**src/rtl/bsk_led_mux.sv**
```systemverilog
// Time-multiplexed LED latch driver: scans enabled channels over one shared data bus,
// giving each slot a setup cycle, a latch-enable window and a hold cycle.
module bsk_led_mux #(
   parameter int WIDTH        = 16,
   parameter int CHANNELS     = 2,
   parameter int DWELL        = 10,
   parameter int BLINK_FRAMES = 50
) (
   input  logic                      clk,
   input  logic                      rst,
   input  logic [CHANNELS*WIDTH-1:0] iLed,
   input  logic [CHANNELS-1:0]       iEnable,
   input  logic [CHANNELS*WIDTH-1:0] iBlink,
   output logic [WIDTH-1:0]          oLed,
   output logic [CHANNELS-1:0]       oLe,
   output logic                      oFrame,
   output logic                      oDbgSlot
);

   localparam int CH_W = (CHANNELS > 1) ? $clog2(CHANNELS) : 1;
   localparam int K_W  = $clog2(DWELL);
   localparam int FC_W = (BLINK_FRAMES > 1) ? $clog2(BLINK_FRAMES) : 1;

   localparam logic [K_W-1:0]  K_LAST   = K_W'(DWELL - 1);
   localparam logic [K_W-1:0]  K_LE_LO  = K_W'(1);
   localparam logic [K_W-1:0]  K_LE_HI  = K_W'(DWELL - 2);
   localparam logic [FC_W-1:0] FC_LAST  = FC_W'(BLINK_FRAMES - 1);

   typedef enum logic {
      ST_IDLE = 1'b0,
      ST_SLOT = 1'b1
   } state_t;

   state_t            r_state;
   logic [CH_W-1:0]   r_ch;
   logic [K_W-1:0]    r_k;
   logic [FC_W-1:0]   r_fcnt;
   logic              r_ph;
   logic [WIDTH-1:0]  r_led;
   logic [CHANNELS-1:0] r_le;

   state_t            w_state_nxt;
   logic [CH_W-1:0]   w_ch_nxt;
   logic [K_W-1:0]    w_k_nxt;
   logic [FC_W-1:0]   w_fcnt_nxt;
   logic              w_ph_nxt;
   logic [WIDTH-1:0]  w_led_nxt;
   logic [CHANNELS-1:0] w_le_nxt;
   logic              w_frame;

   logic              w_any;
   logic              w_found_above;
   logic [CH_W-1:0]   w_lowest;
   logic [CH_W-1:0]   w_above;

   // Lowest enabled channel, and the lowest enabled channel above the current one.
   always_comb begin
      w_any         = |iEnable;
      w_lowest      = '0;
      w_above       = '0;
      w_found_above = 1'b0;
      for (int i = CHANNELS - 1; i >= 0; i--) begin
         if (iEnable[i]) begin
            w_lowest = CH_W'(i);
            if (i > int'(r_ch)) begin
               w_above       = CH_W'(i);
               w_found_above = 1'b1;
            end
         end
      end
   end

   always_comb begin
      w_state_nxt = r_state;
      w_ch_nxt    = r_ch;
      w_k_nxt     = r_k;
      w_fcnt_nxt  = r_fcnt;
      w_ph_nxt    = r_ph;
      w_frame     = 1'b0;
      case (r_state)
         ST_IDLE: begin
            if (w_any) begin
               w_state_nxt = ST_SLOT;
               w_ch_nxt    = w_lowest;
               w_k_nxt     = '0;
            end
         end
         ST_SLOT: begin
            if (r_k != K_LAST) begin
               w_k_nxt = r_k + K_W'(1);
            end else begin
               w_k_nxt = '0;
               if (!w_any) begin
                  w_state_nxt = ST_IDLE;
                  w_fcnt_nxt  = '0;
               end else if (w_found_above) begin
                  w_ch_nxt = w_above;
               end else begin
                  // Wrapping back to the lowest enabled channel closes a frame.
                  w_ch_nxt = w_lowest;
                  w_frame  = 1'b1;
                  if (r_fcnt == FC_LAST) begin
                     w_fcnt_nxt = '0;
                     w_ph_nxt   = ~r_ph;
                  end else begin
                     w_fcnt_nxt = r_fcnt + FC_W'(1);
                  end
               end
            end
         end
         default: begin
            w_state_nxt = ST_IDLE;
         end
      endcase

      w_led_nxt = '0;
      w_le_nxt  = '0;
      if (w_state_nxt == ST_SLOT) begin
         w_led_nxt = iLed[int'(w_ch_nxt)*WIDTH +: WIDTH] &
                     ~(iBlink[int'(w_ch_nxt)*WIDTH +: WIDTH] & {WIDTH{w_ph_nxt}});
         if ((w_k_nxt >= K_LE_LO) && (w_k_nxt <= K_LE_HI)) begin
            w_le_nxt[w_ch_nxt] = 1'b1;
         end
      end
   end

   always_ff @(posedge clk or posedge rst) begin
      if (rst) begin
         r_state <= ST_IDLE;
         r_ch    <= '0;
         r_k     <= '0;
         r_fcnt  <= '0;
         r_ph    <= 1'b0;
         r_led   <= '0;
         r_le    <= '0;
      end else begin
         r_state <= w_state_nxt;
         r_ch    <= w_ch_nxt;
         r_k     <= w_k_nxt;
         r_fcnt  <= w_fcnt_nxt;
         r_ph    <= w_ph_nxt;
         r_led   <= w_led_nxt;
         r_le    <= w_le_nxt;
      end
   end

   // The frame strobe follows the same enable sampling as the slot-end decision.
   assign oFrame   = w_frame;
   assign oLed     = r_led;
   assign oLe      = r_le;
   assign oDbgSlot = (r_state == ST_SLOT);

endmodule

```
**config.mk**
```make
export PLATFORM = sky130hd
export DESIGN_NAME = bsk_led_mux
export DESIGN_NICKNAME = d
export VERILOG_FILES = /design/src/rtl/bsk_led_mux.sv
export SDC_FILE = /design/constraint.sdc
export NUM_CORES = 1
export LEC_CHECK = 0
export CAP_MARGIN = 20
export CORE_UTILIZATION = 40
export DETAILED_ROUTE_END_ITERATION = 7
export PLACE_DENSITY = 0.79
export SLEW_MARGIN = 15
export SYNTH_ARGS = -nofsm -noshare
export SYNTH_HDL_FRONTEND = slang
export SYNTH_SLANG_ARGS = --single-unit
export TNS_END_PERCENT = 50
```
**constraint.sdc**
```tcl
create_clock -name clk -period 2.4 [get_ports clk]
set_clock_uncertainty 0.2 [all_clocks]
set_input_delay 0.36 -clock clk [delete_from_list [all_inputs] [get_ports clk]]
set_output_delay 0.36 -clock clk [all_outputs]
set_load 0.02 [all_outputs]
```
* After elaboration in Yosys (flattened, before gate mapping)
Index checks and enable logic that the tools add are counted.
Storage, ports and cells: output and inout bits 20, register bits 31
Operators by class: add/subtract/negate cells 2, $lt $le $gt $ge 5, shifts and indexed selects 2, bitwise logic cells 6, reductions and logical operators 4, mux-type cells 32, eq/ne operators 3
Operator list (number):
- indexed part select 32 x 6 -> 16 bit | 2
- AND 16 bit | 2
- 2-to-1 mux 1 bit | 20
- 2-to-1 mux 6 bit | 3
- 2-to-1 mux 16 bit | 1
- inverter 16 bit | 1
- 2-to-1 mux 4 bit | 2
- one-hot mux 4 bit (2 select lines) | 1
- adder 6 x 1 -> 6 bit (second input constant) | 1
- equality test 6 bit (second input constant) | 1
- adder 4 x 1 -> 4 bit (second input constant) | 1
- >= comparator 4 x 1 -> 1 bit (second input constant) | 1
- <= comparator 4 bit (second input constant) | 1
- 2-to-1 mux 2 bit | 2
- != test 4 bit (second input constant) | 1
- one-hot mux 1 bit (2 select lines) | 2
- inverter 1 bit | 3
- AND reduction 3 bit | 1
- logical AND 1 bit | 2
- less-than comparator 1 x 2 -> 1 bit (second input constant) | 1
- != test 2 bit (second input constant) | 1
- OR reduction 2 bit | 1
- demux 1 bit (select 1 bit) | 1
- >= comparator 1 bit (second input constant) | 1
- greater-than comparator 1 bit (first input constant) | 1

* Depth between registers and ports, before layout
word-level depth 13, mapped depth 8, gate-level depth less buffers 7

* Worst setup path before layout
No wires, ideal clock.
kind register to register, from register r_k[2], to register r_led[10] (netlist: oLed[10]), setup slack 0.391 ns, data arrival time 1.684 ns, stages on the path, launching flop included 7, buffers on the path 1, library setup time 0.125 ns, clock period less this slack 2.009 ns, cells stage by stage dfrtp_1 and4bb_4 nand3_4 nor4_4 xor2_2 buf_6 a21oi_2
Between the ends: elaborated cells on any way between the ends 13, classes of those cells 1 x eq/ne; 2 x shift; 7 x mux; 3 x bitwise
RTL lines:
- start: declaration | RTL line 36 | logic [K_W-1:0] r_k;
- start signal: assignment | RTL line 139 | r_k <= w_k_nxt;
- != test 4 bit | RTL line 89 | if (r_k != K_LAST) begin
- 2-to-1 mux 1 bit | RTL line 89
- 2-to-1 mux 1 bit | RTL line 80 | case (r_state)
- named net w_ph_nxt | RTL line 46 | logic w_ph_nxt;
- AND 16 bit | RTL line 120 | ~(iBlink[int'(w_ch_nxt)*WIDTH +: WIDTH] & {WIDTH{w_ph_nxt}});
- inverter 16 bit | RTL line 120
- AND 16 bit | RTL line 119 | w_led_nxt = iLed[int'(w_ch_nxt)*WIDTH +: WIDTH] &
- 2-to-1 mux 16 bit | RTL line 118 | if (w_state_nxt == ST_SLOT) begin
- named net w_led_nxt[10] | RTL line 47 | logic [WIDTH-1:0] w_led_nxt;
- end signal: assignment | RTL line 142 | r_led <= w_led_nxt;
- end: declaration | RTL line 39 | logic [WIDTH-1:0] r_led;
The timed path passes the listed nets, and every way through them passes these cells. A chain may end at the register's enable or synchronous reset.

* Final worst setup path
from register r_k[3], to output port oFrame
Between the ends: longest elaborated chain between the ends 3
Ends and longest elaborated chain:
- != test 4 bit | RTL line 89
- 2-to-1 mux 1 bit | RTL line 89
- 2-to-1 mux 1 bit | RTL line 80
- end: declaration | RTL line 16 | output logic oFrame,
Every way passes these cells.

==> results.toml <==
[logic_synthesis]
yosysWarnings = 0
async_reset_ff_frac = 1.00
synth_cells = 162
synth_area_mm2 = 0.00180
ys_seq_area_frac = 0.432
yosys.area_share.simple = 0.143
synthDistinctLibCells = 43
synth_top_family_by_area = "compound AO/OA/AOI/OAI gates"
synth_compound_area_frac = 0.219
syn-mean-instance-area_um2 = 11.1
synth_xor_area_frac = 0.0139
ys_seq_elements = 31
yosys_most_used_dff = "dfrtp_1"
synth-edff-count = 0
synth_fa_ha_area_frac = 0.0139
synthMuxAreaShare = 0.132
syn_nets = 232

[die]
initial_core_util = 0.416
die-area_mm2 = 0.00476
die_x_um = 69.0
num_rows = 24
die_h_um = 69.0
pin_count = 88
core_area_mm2 = 0.00432

[routing]
routedWlPerCell_um = 14.3
vias_per_cell = 5.28
drc = 0
drtIter0Drc = 66
num_vias = 1643
totalWireLength_um = 4450
ant_nets = 0
dr.pass1.iters = 5

[layout]
final_cell_mix = "clkdlybuf4s50_1, dfrtp_1, a22oi_1"
syn2layout_area_growth_pct = 61.1
final_common_cell = "clkdlybuf4s50_1"
layout-drive-gt1-share = 0.212
antennaDiodeCount = 0
nNetsFinal = 328

[clock_tree]
post_cts_buffers = 0
clockBufferDepth = 2
cts_num_sinks = 31
ctsResizeCount = 1
cts_tree = "done"
h-tree-depth = 2
clock_latency_ps = 280
hold_buffers = 0
cts_root_buf = "clkbuf_8"
path_clk_slew_ps = 70
numCtsBuffers = 5

[timing]
tightest_slew_ps = 711
max_freq_mhz = 460
slew_violations = 0
setup_ws_ps = 228
rsz0062_at_grt = "no"
setup_viol = 0
min_period_over_period = 0.905
fin_setup_tns_ps = 0
hold_viol = 0
slew_headroom = 0.523
timing.final.crit_period_ps = 2170

[run]
maxCapViolations = 0

[place]
gp_congestion = 0.816
post-place-ws_ps = 3.73
dpl.hpwl_um = 3290
port_buffers = 87

[worst_setup_path]
worst-path-max-fanout = 9
r2r_cells = 5
r2r-start = "r_k[1]$_DFF_PP0_"
worst_path_max_delay_cell = "dfrtp_1"
startpoint = "r_k[3]$_DFF_PP0_"
worst_setup_path_end_kind = "output pin"
worstPathCellList = "and4bb_4 > nand3_4 > nor2_1 > dlygate4sd2_1"
cp.required_ps = 1840
r2r_end = "oLed[14]$_DFF_PP0_"
critPathKind = "flip-flop to output pin"
worstSetupEndpoint = "oFrame"
cp_data_arrival_time_ps = 1610
r2r_setup_slack_ps = 260
start_kind = "flip-flop"
critical_path.max_stage_delay_ps = 500

[grt]
grt-ovfl-total = 0
antenna_found_initial = 0
grt_util_all_layers = 0.206
grt_pass1_vias = 1672
grt_start_max_net_pins = 32
grt_pass1_wl_um = 7680

[power_and_ir_drop]
p_leak_nw = 1.23
cell_internal_pwr_mw = 1.65
power.switching_mw = 0.867
power_frac_seq = 0.316
power_density_mw_per_mm2 = 871
clockPowerShare = 0.213
combPwrFrac = 0.471
vdd_drop_max_v = 0.000370
swShare = 0.344

[outcome]
outcome = "finished, final reports clean"

[min_path]
min_path_type = "primary input to async pin"
[how the worst min path moves through the flow]
stage / cells after the start / end / slack [ps]
final: 3 / r_fcnt[2]$_DFFE_PP0P_ / 250
after global routing: 3 / oLe[1]$_DFF_PP0_ / 310
after CTS: 3 / oLe[1]$_DFF_PP0_ / 260
after detailed placement: 2 / r_fcnt[5]$_DFFE_PP0P_ / 340
after global placement: 2 / r_fcnt[5]$_DFFE_PP0P_ / 300
after floorplan: 1 / oDbgSlot$_DFF_PP0_ / 260
[critical path, delay by kind of cell, from the launching register on]
family	cells	cell delay [ps]
buffers and inverters	1	340
AND/OR/NAND/NOR	3	490
flip-flops	1	500
[registers in the layout, indices dropped and copies added, names as in the netlist]
| register | flops |
|---|---|
| r_fcnt | 6 |
| oDbgSlot | 1 |
| oLe | 2 |
| r_ch | 1 |
| r_k | 4 |
| r_ph | 1 |
| oLed | 16 |
[area by class of cell]
| class | instances | area (um2) |
|---|---|---|
| Fill cell | 354 | 1430 |
| Multi-Input combinational cell | 116 | 940 |
| Sequential cell | 31 | 776 |
| Inverter | 7 | 26.3 |
| Clock buffer | 6 | 82.6 |
| Tap cell | 52 | 65.1 |
| Timing Repair Buffer | 97 | 970 |
| Clock inverter | 2 | 35.0 |
[kinds of logic after synthesis]
group | Yosys count
buf+inv | 15
xor+xnor | 2
fa+ha+maj | 2
flops | 31
compound gates | 54
simple gates | 40
mux | 18
[power by group through the flow]
stage                     Clock [mW]  Sequential [mW]  Combinational (mW)
final                          0.538            0.796                1.19
after global routing           0.582            0.821                1.29
after CTS                      0.550            0.798                1.20
after detailed placement           0            0.806                1.20
after global placement             0            0.797                1.18
after floorplan                    0            0.908               0.617
[through the flow]
stage,power (mW),hold slack (ps),cells,util,instance area [um2]
after global routing,2.69,306,311,0.669,2890
after floorplan,1.52,264,162,-,1800
after global placement,1.97,305,303,0.642,2780
after detailed placement,2.00,345,303,0.642,2780
after CTS,2.55,264,311,0.669,2890
final,2.52,255,311,0.669,2890
[layer usage]
layer	up-vias	track usage	wire length, um
li1	781	-	-
met4	0	0.0794	73
met1	773	0.238	1670
met3	7	0.0921	467
met2	82	0.334	2240
met5	-	0	0
[synthesized netlist by cell type (2+ instances only)]
| master | instances | share of area |
|---|---|---|
| ha_1 | 2 | 0.014 |
| buf_4 | 2 | 0.0084 |
| mux2_4 | 9 | 0.075 |
| a22oi_1 | 16 | 0.067 |
| buf_6 | 2 | 0.013 |
| inv_1 | 7 | 0.015 |
| a21oi_2 | 9 | 0.044 |
| clkbuf_1 | 2 | 0.0042 |
| a21o_1 | 3 | 0.013 |
| buf_2 | 2 | 0.0056 |
| nand2_1 | 11 | 0.023 |
| nand3_1 | 3 | 0.0084 |
| mux2_2 | 7 | 0.044 |
| o21ai_0 | 9 | 0.025 |
| nor3_1 | 2 | 0.0056 |
| a21oi_1 | 10 | 0.028 |
| dfrtp_1 | 31 | 0.43 |
| o22ai_1 | 2 | 0.0070 |
| nor2_1 | 6 | 0.013 |
| nor2b_1 | 4 | 0.014 |
Note: power is estimated with default switching activity, not from simulation.
